$ cat config.mk
export PLATFORM = sky130hd
export DESIGN_NAME = pipe_ctrl
export DESIGN_NICKNAME = d
export VERILOG_FILES = /design/src/rtl/pipe_ctrl_pkg.sv /design/src/rtl/pipe_ctrl_cr.sv /design/src/rtl/pipe_ctrl.sv
export SDC_FILE = /design/constraint.sdc
export NUM_CORES = 1
export LEC_CHECK = 0
export CORE_MARGIN = 3
export CORE_UTILIZATION = 49
export DETAILED_ROUTE_END_ITERATION = 10
export GPL_TIMING_DRIVEN = 0
export PLACE_DENSITY = 0.95
export REMOVE_ABC_BUFFERS = 1
export SLEW_MARGIN = 40
export SYNTH_ARGS = -nofsm -noshare
export SYNTH_HDL_FRONTEND = slang
export SYNTH_SLANG_ARGS = --single-unit
$ cat constraint.sdc
create_clock -name clk -period 3.4 [get_ports clk]
set_input_delay 0.68 -clock clk [delete_from_list [all_inputs] [get_ports clk]]
set_output_delay 0.68 -clock clk [all_outputs]
set_load 0.005 [all_outputs]
$ cat src/rtl/pipe_ctrl_pkg.sv
// Shared encodings for the pipeline controller: CR indices, control ops, exception codes, FSM states.
package pipe_ctrl_pkg;

  localparam logic [1:0] CR_STATUS = 2'd0;
  localparam logic [1:0] CR_CAUSE  = 2'd1;
  localparam logic [1:0] CR_EPC    = 2'd2;
  localparam logic [1:0] CR_VECTOR = 2'd3;

  localparam logic [1:0] CTRL_OP_WRCR = 2'd1;
  localparam logic [1:0] CTRL_OP_ERET = 2'd2;

  localparam logic [2:0] EXP_NO_EXP  = 3'd0;
  localparam logic [2:0] EXP_EXT_INT = 3'd1;

  typedef enum logic {
    CTRL_ST_RUN      = 1'b0,
    CTRL_ST_REDIRECT = 1'b1
  } ctrl_state_t;

  typedef struct packed {
    logic pie;
    logic ie;
  } status_t;

endpackage

$ cat src/rtl/pipe_ctrl_cr.sv
// Control-register file: STATUS, CAUSE, EPC, EXP_VECTOR with one write port and one read port.
// Latency: writes and exception/ERET updates land at the next edge; read is combinational, no bypass.
// Backpressure: none; the caller only asserts an update when it is actually retired.
module pipe_ctrl_cr
  import pipe_ctrl_pkg::*;
#(
  parameter int WORD_ADDR_W = 30,
  parameter int WORD_DATA_W = 32,
  parameter logic [WORD_ADDR_W-1:0] VEC_RESET = '0
) (
  input  logic                   clk,
  input  logic                   reset,
  input  logic                   wr_en,
  input  logic [1:0]             wr_addr,
  input  logic [WORD_DATA_W-1:0] wr_data,
  input  logic                   exp_take,
  input  logic [2:0]             exp_code,
  input  logic [WORD_ADDR_W-1:0] exp_pc,
  input  logic                   eret_take,
  input  logic [1:0]             rd_addr,
  output logic [WORD_DATA_W-1:0] rd_data,
  output logic                   ie,
  output logic [WORD_ADDR_W-1:0] epc,
  output logic [WORD_ADDR_W-1:0] vector
);

  status_t    status;
  logic [2:0] cause;

  assign ie = status.ie;

  // Update sources are mutually exclusive by the caller's priority encoding.
  always_ff @(posedge clk) begin
    if (reset) begin
      status <= '0;
      cause  <= EXP_NO_EXP;
      epc    <= '0;
      vector <= VEC_RESET;
    end else if (exp_take) begin
      epc        <= exp_pc;
      cause      <= exp_code;
      status.pie <= status.ie;
      status.ie  <= 1'b0;
    end else if (eret_take) begin
      status.ie <= status.pie;
    end else if (wr_en) begin
      case (wr_addr)
        CR_STATUS: status <= status_t'(wr_data[1:0]);
        CR_CAUSE:  cause  <= wr_data[2:0];
        CR_EPC:    epc    <= wr_data[WORD_ADDR_W+1:2];
        default:   vector <= wr_data[WORD_ADDR_W+1:2];
      endcase
    end
  end

  always_comb begin
    rd_data = '0;
    case (rd_addr)
      CR_STATUS: rd_data[1:0]             = status;
      CR_CAUSE:  rd_data[2:0]             = cause;
      CR_EPC:    rd_data[WORD_ADDR_W+1:2] = epc;
      default:   rd_data[WORD_ADDR_W+1:2] = vector;
    endcase
  end

endmodule

$ cat src/rtl/pipe_ctrl.sv
// Pipeline controller: prioritises busy/exception/IRQ/ERET/WRCR/load-hazard into stall, flush and redirect.
// Latency: all pipeline outputs combinational in the event cycle; CR and FSM update at the following edge.
// Backpressure: any bus busy stalls every stage and freezes state so the MEM-stage event is retried.
module pipe_ctrl
  import pipe_ctrl_pkg::*;
#(
  parameter int WORD_ADDR_W = 30,
  parameter int WORD_DATA_W = 32,
  parameter logic [WORD_ADDR_W-1:0] VEC_RESET = 30'h0
) (
  input  logic                   clk,
  input  logic                   reset,
  input  logic                   IFBusy,
  input  logic                   MemBusy,
  input  logic                   LoadHazard,
  input  logic                   IRQ,
  input  logic [WORD_ADDR_W-1:0] MemPC,
  input  logic                   MemEn,
  input  logic [1:0]             MemCtrlOp,
  input  logic [4:0]             MemDstAddr,
  input  logic [2:0]             MemExpCode,
  input  logic [WORD_DATA_W-1:0] MemOut,
  input  logic [1:0]             CRAddr,
  output logic [WORD_DATA_W-1:0] CRData,
  output logic                   IFStall,
  output logic                   IDStall,
  output logic                   EXStall,
  output logic                   MemStall,
  output logic                   IFFlush,
  output logic                   IDFlush,
  output logic                   EXFlush,
  output logic                   MemFlush,
  output logic                   PCLoad,
  output logic [WORD_ADDR_W-1:0] NewPC,
  output logic                   GPRKill
);

  ctrl_state_t            state, state_nxt;
  logic                   busy, exp_evt, irq_evt, eret_evt, wrcr_evt;
  logic                   exp_take, eret_take, cr_wr;
  logic [2:0]             exp_code;
  logic                   ie;
  logic [WORD_ADDR_W-1:0] epc, vector;
  logic                   unused_dst;

  assign unused_dst = ^MemDstAddr[4:2];

  assign busy     = IFBusy | MemBusy;
  assign exp_evt  = MemEn && (MemExpCode != EXP_NO_EXP);
  assign irq_evt  = MemEn && IRQ && ie && (state == CTRL_ST_RUN);
  assign eret_evt = MemEn && (MemCtrlOp == CTRL_OP_ERET);
  assign wrcr_evt = MemEn && (MemCtrlOp == CTRL_OP_WRCR);

  always_ff @(posedge clk) begin
    if (reset) state <= CTRL_ST_RUN;
    else       state <= state_nxt;
  end

  always_comb begin
    IFStall   = 1'b0;
    IDStall   = 1'b0;
    EXStall   = 1'b0;
    MemStall  = 1'b0;
    IFFlush   = 1'b0;
    IDFlush   = 1'b0;
    EXFlush   = 1'b0;
    MemFlush  = 1'b0;
    PCLoad    = 1'b0;
    NewPC     = '0;
    GPRKill   = 1'b0;
    exp_take  = 1'b0;
    eret_take = 1'b0;
    cr_wr     = 1'b0;
    exp_code  = exp_evt ? MemExpCode : EXP_EXT_INT;
    state_nxt = CTRL_ST_RUN;
    if (busy) begin
      {IFStall, IDStall, EXStall, MemStall} = 4'hf;
      state_nxt = state;
    end else if (exp_evt || irq_evt) begin
      {IFFlush, IDFlush, EXFlush, MemFlush} = 4'hf;
      PCLoad    = 1'b1;
      NewPC     = vector;
      GPRKill   = 1'b1;
      exp_take  = 1'b1;
      state_nxt = CTRL_ST_REDIRECT;
    end else if (eret_evt) begin
      {IFFlush, IDFlush, EXFlush, MemFlush} = 4'hf;
      PCLoad    = 1'b1;
      NewPC     = epc;
      eret_take = 1'b1;
      state_nxt = CTRL_ST_REDIRECT;
    end else if (wrcr_evt) begin
      cr_wr = 1'b1;
    end else if (LoadHazard) begin
      IFStall = 1'b1;
      IDStall = 1'b1;
      EXFlush = 1'b1;
    end
  end

  pipe_ctrl_cr #(
    .WORD_ADDR_W (WORD_ADDR_W),
    .WORD_DATA_W (WORD_DATA_W),
    .VEC_RESET   (VEC_RESET)
  ) u_cr (
    .clk       (clk),
    .reset     (reset),
    .wr_en     (cr_wr),
    .wr_addr   (MemDstAddr[1:0]),
    .wr_data   (MemOut),
    .exp_take  (exp_take),
    .exp_code  (exp_code),
    .exp_pc    (MemPC),
    .eret_take (eret_take),
    .rd_addr   (CRAddr),
    .rd_data   (CRData),
    .ie        (ie),
    .epc       (epc),
    .vector    (vector)
  );

endmodule
==> metrics.md <==
| Metric | Value |
|---|---|
| Status | finished, final reports clean |
| Synth area leaders | dfxtp_1, a311oi_2, mux2i_1 |
| CP arrival | 2.68 ns |
| Vias/cell | ~6.6 |
| Worst-path fanout max | 5 |
| Sink Count | 66 |
| Layout area overhead | 48.71% |
| Required @ worst endpoint | 2.72 ns |
| CP endpoint kind | output pin |
| Critical path startpoint category | input pin |
| Total Routed Length | 15490 µm |
| Total Die Area | 0.009561 mm² |
| Setup TNS | 0 ns |
| Largest net degree at the start of global routing | 38 |
| Die H | 97.78 µm |
| Dpl cell area | 0.005665 mm² |
| Net Switching | 0.4826 mW |
| Synth unique cells | 45 |
| VDD IR max | 217.0 µV |
| Hold slack | 0.4766 ns |
| DRT Pass-1 Iters | 5 |
| Avg WL per Cell | between 20 and 25 µm |
| Worst-path clk slew | 0.08 ns |
| CTS Buf Count | 9 |
| Crit path buf inv count | 4 |
| Max Slew Vio Count | 0 |
| Root buf cell | clkbuf_8 |
| Fin. Hold Viols | 0 |
| Cts hold-fix bufs | 0 |
| Fin crit period | approximately 3.4 ns |
| Worst-path cell chain | dlygate4sd2_1, or3_4, nor4_4, buf_6, clkbuf_16, a22o_1, clkdlybuf4s50_1 |
| Total Power | 1.910 mW |
| N_diodes | 0 |
| Sequential Power Share | 42.4% |
| Relative slew slack | between 40% and 50% |
| PortBufs | 149 |
| Register area | 0.001321 mm² |
| First-pass GRT wire length | 23740 µm |
| Post-route design area | 0.006138 mm² |
| Async SR Flop Fraction | 0% |
| Worst Skew | 0.01290 ns |
| Fillcell total | about 540 |
| Fmax | 0.2978 GHz |
| Fin util | 77.04% |
| Core Region | 0.007968 mm² |
| Syn. warnings | 0 |
| MaxCap Viol Count | 0 |
| Antenna violations before repair | 0 |
| Leakage power | 2.480 nW |
| Syn avg cell area | 8.373 µm² |
| Vias in the first global route | 4802 |
| FF-to-FF setup slack | 1.31 ns |
| Top FF cell, synth | dfxtp_1 |
| Hold Path Depth | 2 |
| Logic pwr share | 16.3% |
| DR iter-0 viols | 376 |
| GRT overflow | 0 |
| Number of flops mapped to enable cells by yosys | 0 |
| Final #Nets | 707 |
| Yosys top cell by area | dfxtp_1 |
| Clock Latency Late Sink | between 0.3 and 0.4 ns |
| Final setup vio count | 0 |
| Crit path max-delay family | buffers and inverters |
| Tcrit/Tclk final | a little over nine tenths |
| Starting density of the core | about 52% |
| Synth Cell Area | about 0.0041 mm² |
| Fraction of layout cells with a size suffix above 1 | between 15 and 20% |
| Hold crit path type | reg -> reg |
| Clk pwr share | 41.3% |
| PD cells | 311.1 mW/mm² |
| P_int | 1.427 mW |
| Post-DP HPWL | 9929 µm |
| Post-synthesis instance total | 493 |
| Remaining DRCs | 0 |
| Multi-input logic area | about 0.0026 mm² |
| Worst path max stage delay | approximately 0.5 ns |
| DR vias | 4834 |
| Sw Share | 25.27% |
| Synth top area share | 32.01% |
| # IOs | between 150 and 200 |
| CP max-delay cell | clkdlybuf4s50_1 |
| Reg2Reg Depth | 7 |
| Die Width | 97.78 µm |
| Slew of the pin with the lowest slew margin | 0.7951 ns |
| CTS tree | built |
| Gp weighted congestion | 0.8803 |
| Post-synthesis sequential area ratio | 32.01% |
| Seq cells post-synth | 66 |
| CTS H-tree lvls | 3 |
| Total Routing Usage GR | 30.08% |
| Std cell rows | 32 |
| Cell count along the critical path | 7 |
| CP Class | in -> out |
| Longest Clk Path Bufs | 2 |
| Routed Antenna Nets | 0 |
==> cell families after synthesis <==
group                     after synthesis  share of synthesized area [%]
AOI/OAI and AO/OA                     172                          31.83
xor gates and xnor gates                1                         0.2122
buffers and inverters                  62                          7.517
DFF                                    66                          32.01
muxes                                  32                          7.790
and+or+nand+nor                       160                          20.64
==> worst min-delay path: stages (launching register included) <==
cell     delay, ns
dfxtp_1       0.32
nand2_1       0.05
o22ai_1       0.06
==> metrics by stage <==
| step | worst slack [ns] | instances |
|---|---|---|
| after global routing | -0.02104 | 733 |
| after detailed placement | -1.058 | 701 |
| after CTS | 0.006976 | 725 |
| after global placement | -3.392 | 686 |
| final | 0.04179 | 733 |
| after floorplan | -1.341 | 435 |
==> Yosys cell counts, types with 8 or more instances <==
| cell type | n |
|---|---|
| buf_4 | 8 |
| mux2i_1 | 31 |
| nand3_1 | 62 |
| nor2b_1 | 31 |
| dfxtp_1 | 66 |
| clkbuf_1 | 30 |
| nand2_1 | 11 |
| nor2_1 | 38 |
| o21ai_1 | 8 |
| a311oi_2 | 30 |
| o21ai_0 | 56 |
| buf_2 | 14 |
| a22o_1 | 30 |
| a21oi_1 | 33 |
==> sequential cells by signal, summed over array words and instances (netlist names) <==
register     count
u_cr.epc        30
u_cr.vector     30
u_cr.cause       3
state            1
u_cr.ie          1
u_cr.status      1
==> worst paths after layout <==
| kind | to | from |
|---|---|---|
| max | NewPC[15] | MemExpCode[2] |
| min | u_cr.cause[0] | u_cr.cause[0] |
| max reg2reg | u_cr.vector[5] | u_cr.ie |
| min reg2reg | u_cr.cause[0] | u_cr.cause[0] |
==> cell type report <==
cell class,instances,share of cell area (%)
inverters,4,0.3669
repair buffers,180,30.13
multi-input cells,365,42.03
clock inverters,4,1.182
well taps,102,2.079
clock buffers,12,2.691
flip-flops and latches,66,21.52
==> metal layers <==
metal	track usage [%]	vias up	share of wire (%)
li1	-	2095	-
met1	35.73	2295	36
met2	50.08	391	50
met3	6.571	53	11
met4	17.36	0	2.9
met5	0	-	0
==> repair_timing <==
| action | 4_1_cts | 5_1_grt |
|---|---|---|
| pin swaps | 4 | 6 |
| gates resized for setup | 24 | 32 |
| cloned | 0 | 1 |
| setup buffers | 8 | 7 |
| setup endpoints to repair | 36 | 28 |
==> power groups by stage <==
stage	Sequential, mW	Combinational (mW)	Clock [mW]
2_1_floorplan	0.822	0.102	0
3_3_place_gp	0.824	0.280	0
3_5_place_dp	0.826	0.296	0
4_1_cts	0.808	0.302	0.790
5_1_grt	0.811	0.328	0.825
6_report	0.809	0.311	0.790
==> cells in the final DEF, fill, tap and decap left out, drive strengths merged, types with 3 or more instances in the layout <==
cell type and n:
nor2b 31, dlygate4sd2 4, a21oi 33, a22o 30, inv 4, nor2 38
o31ai 4, dlymetal6s2s 21, buf 33, a311oi 31, dfxtp 66, clkbuf 17
nand3 62, mux2i 31, clkdlybuf4s50 116, nor4 3, o21ai 65, nand2 11
Note: power is estimated with default switching activity, not from simulation.
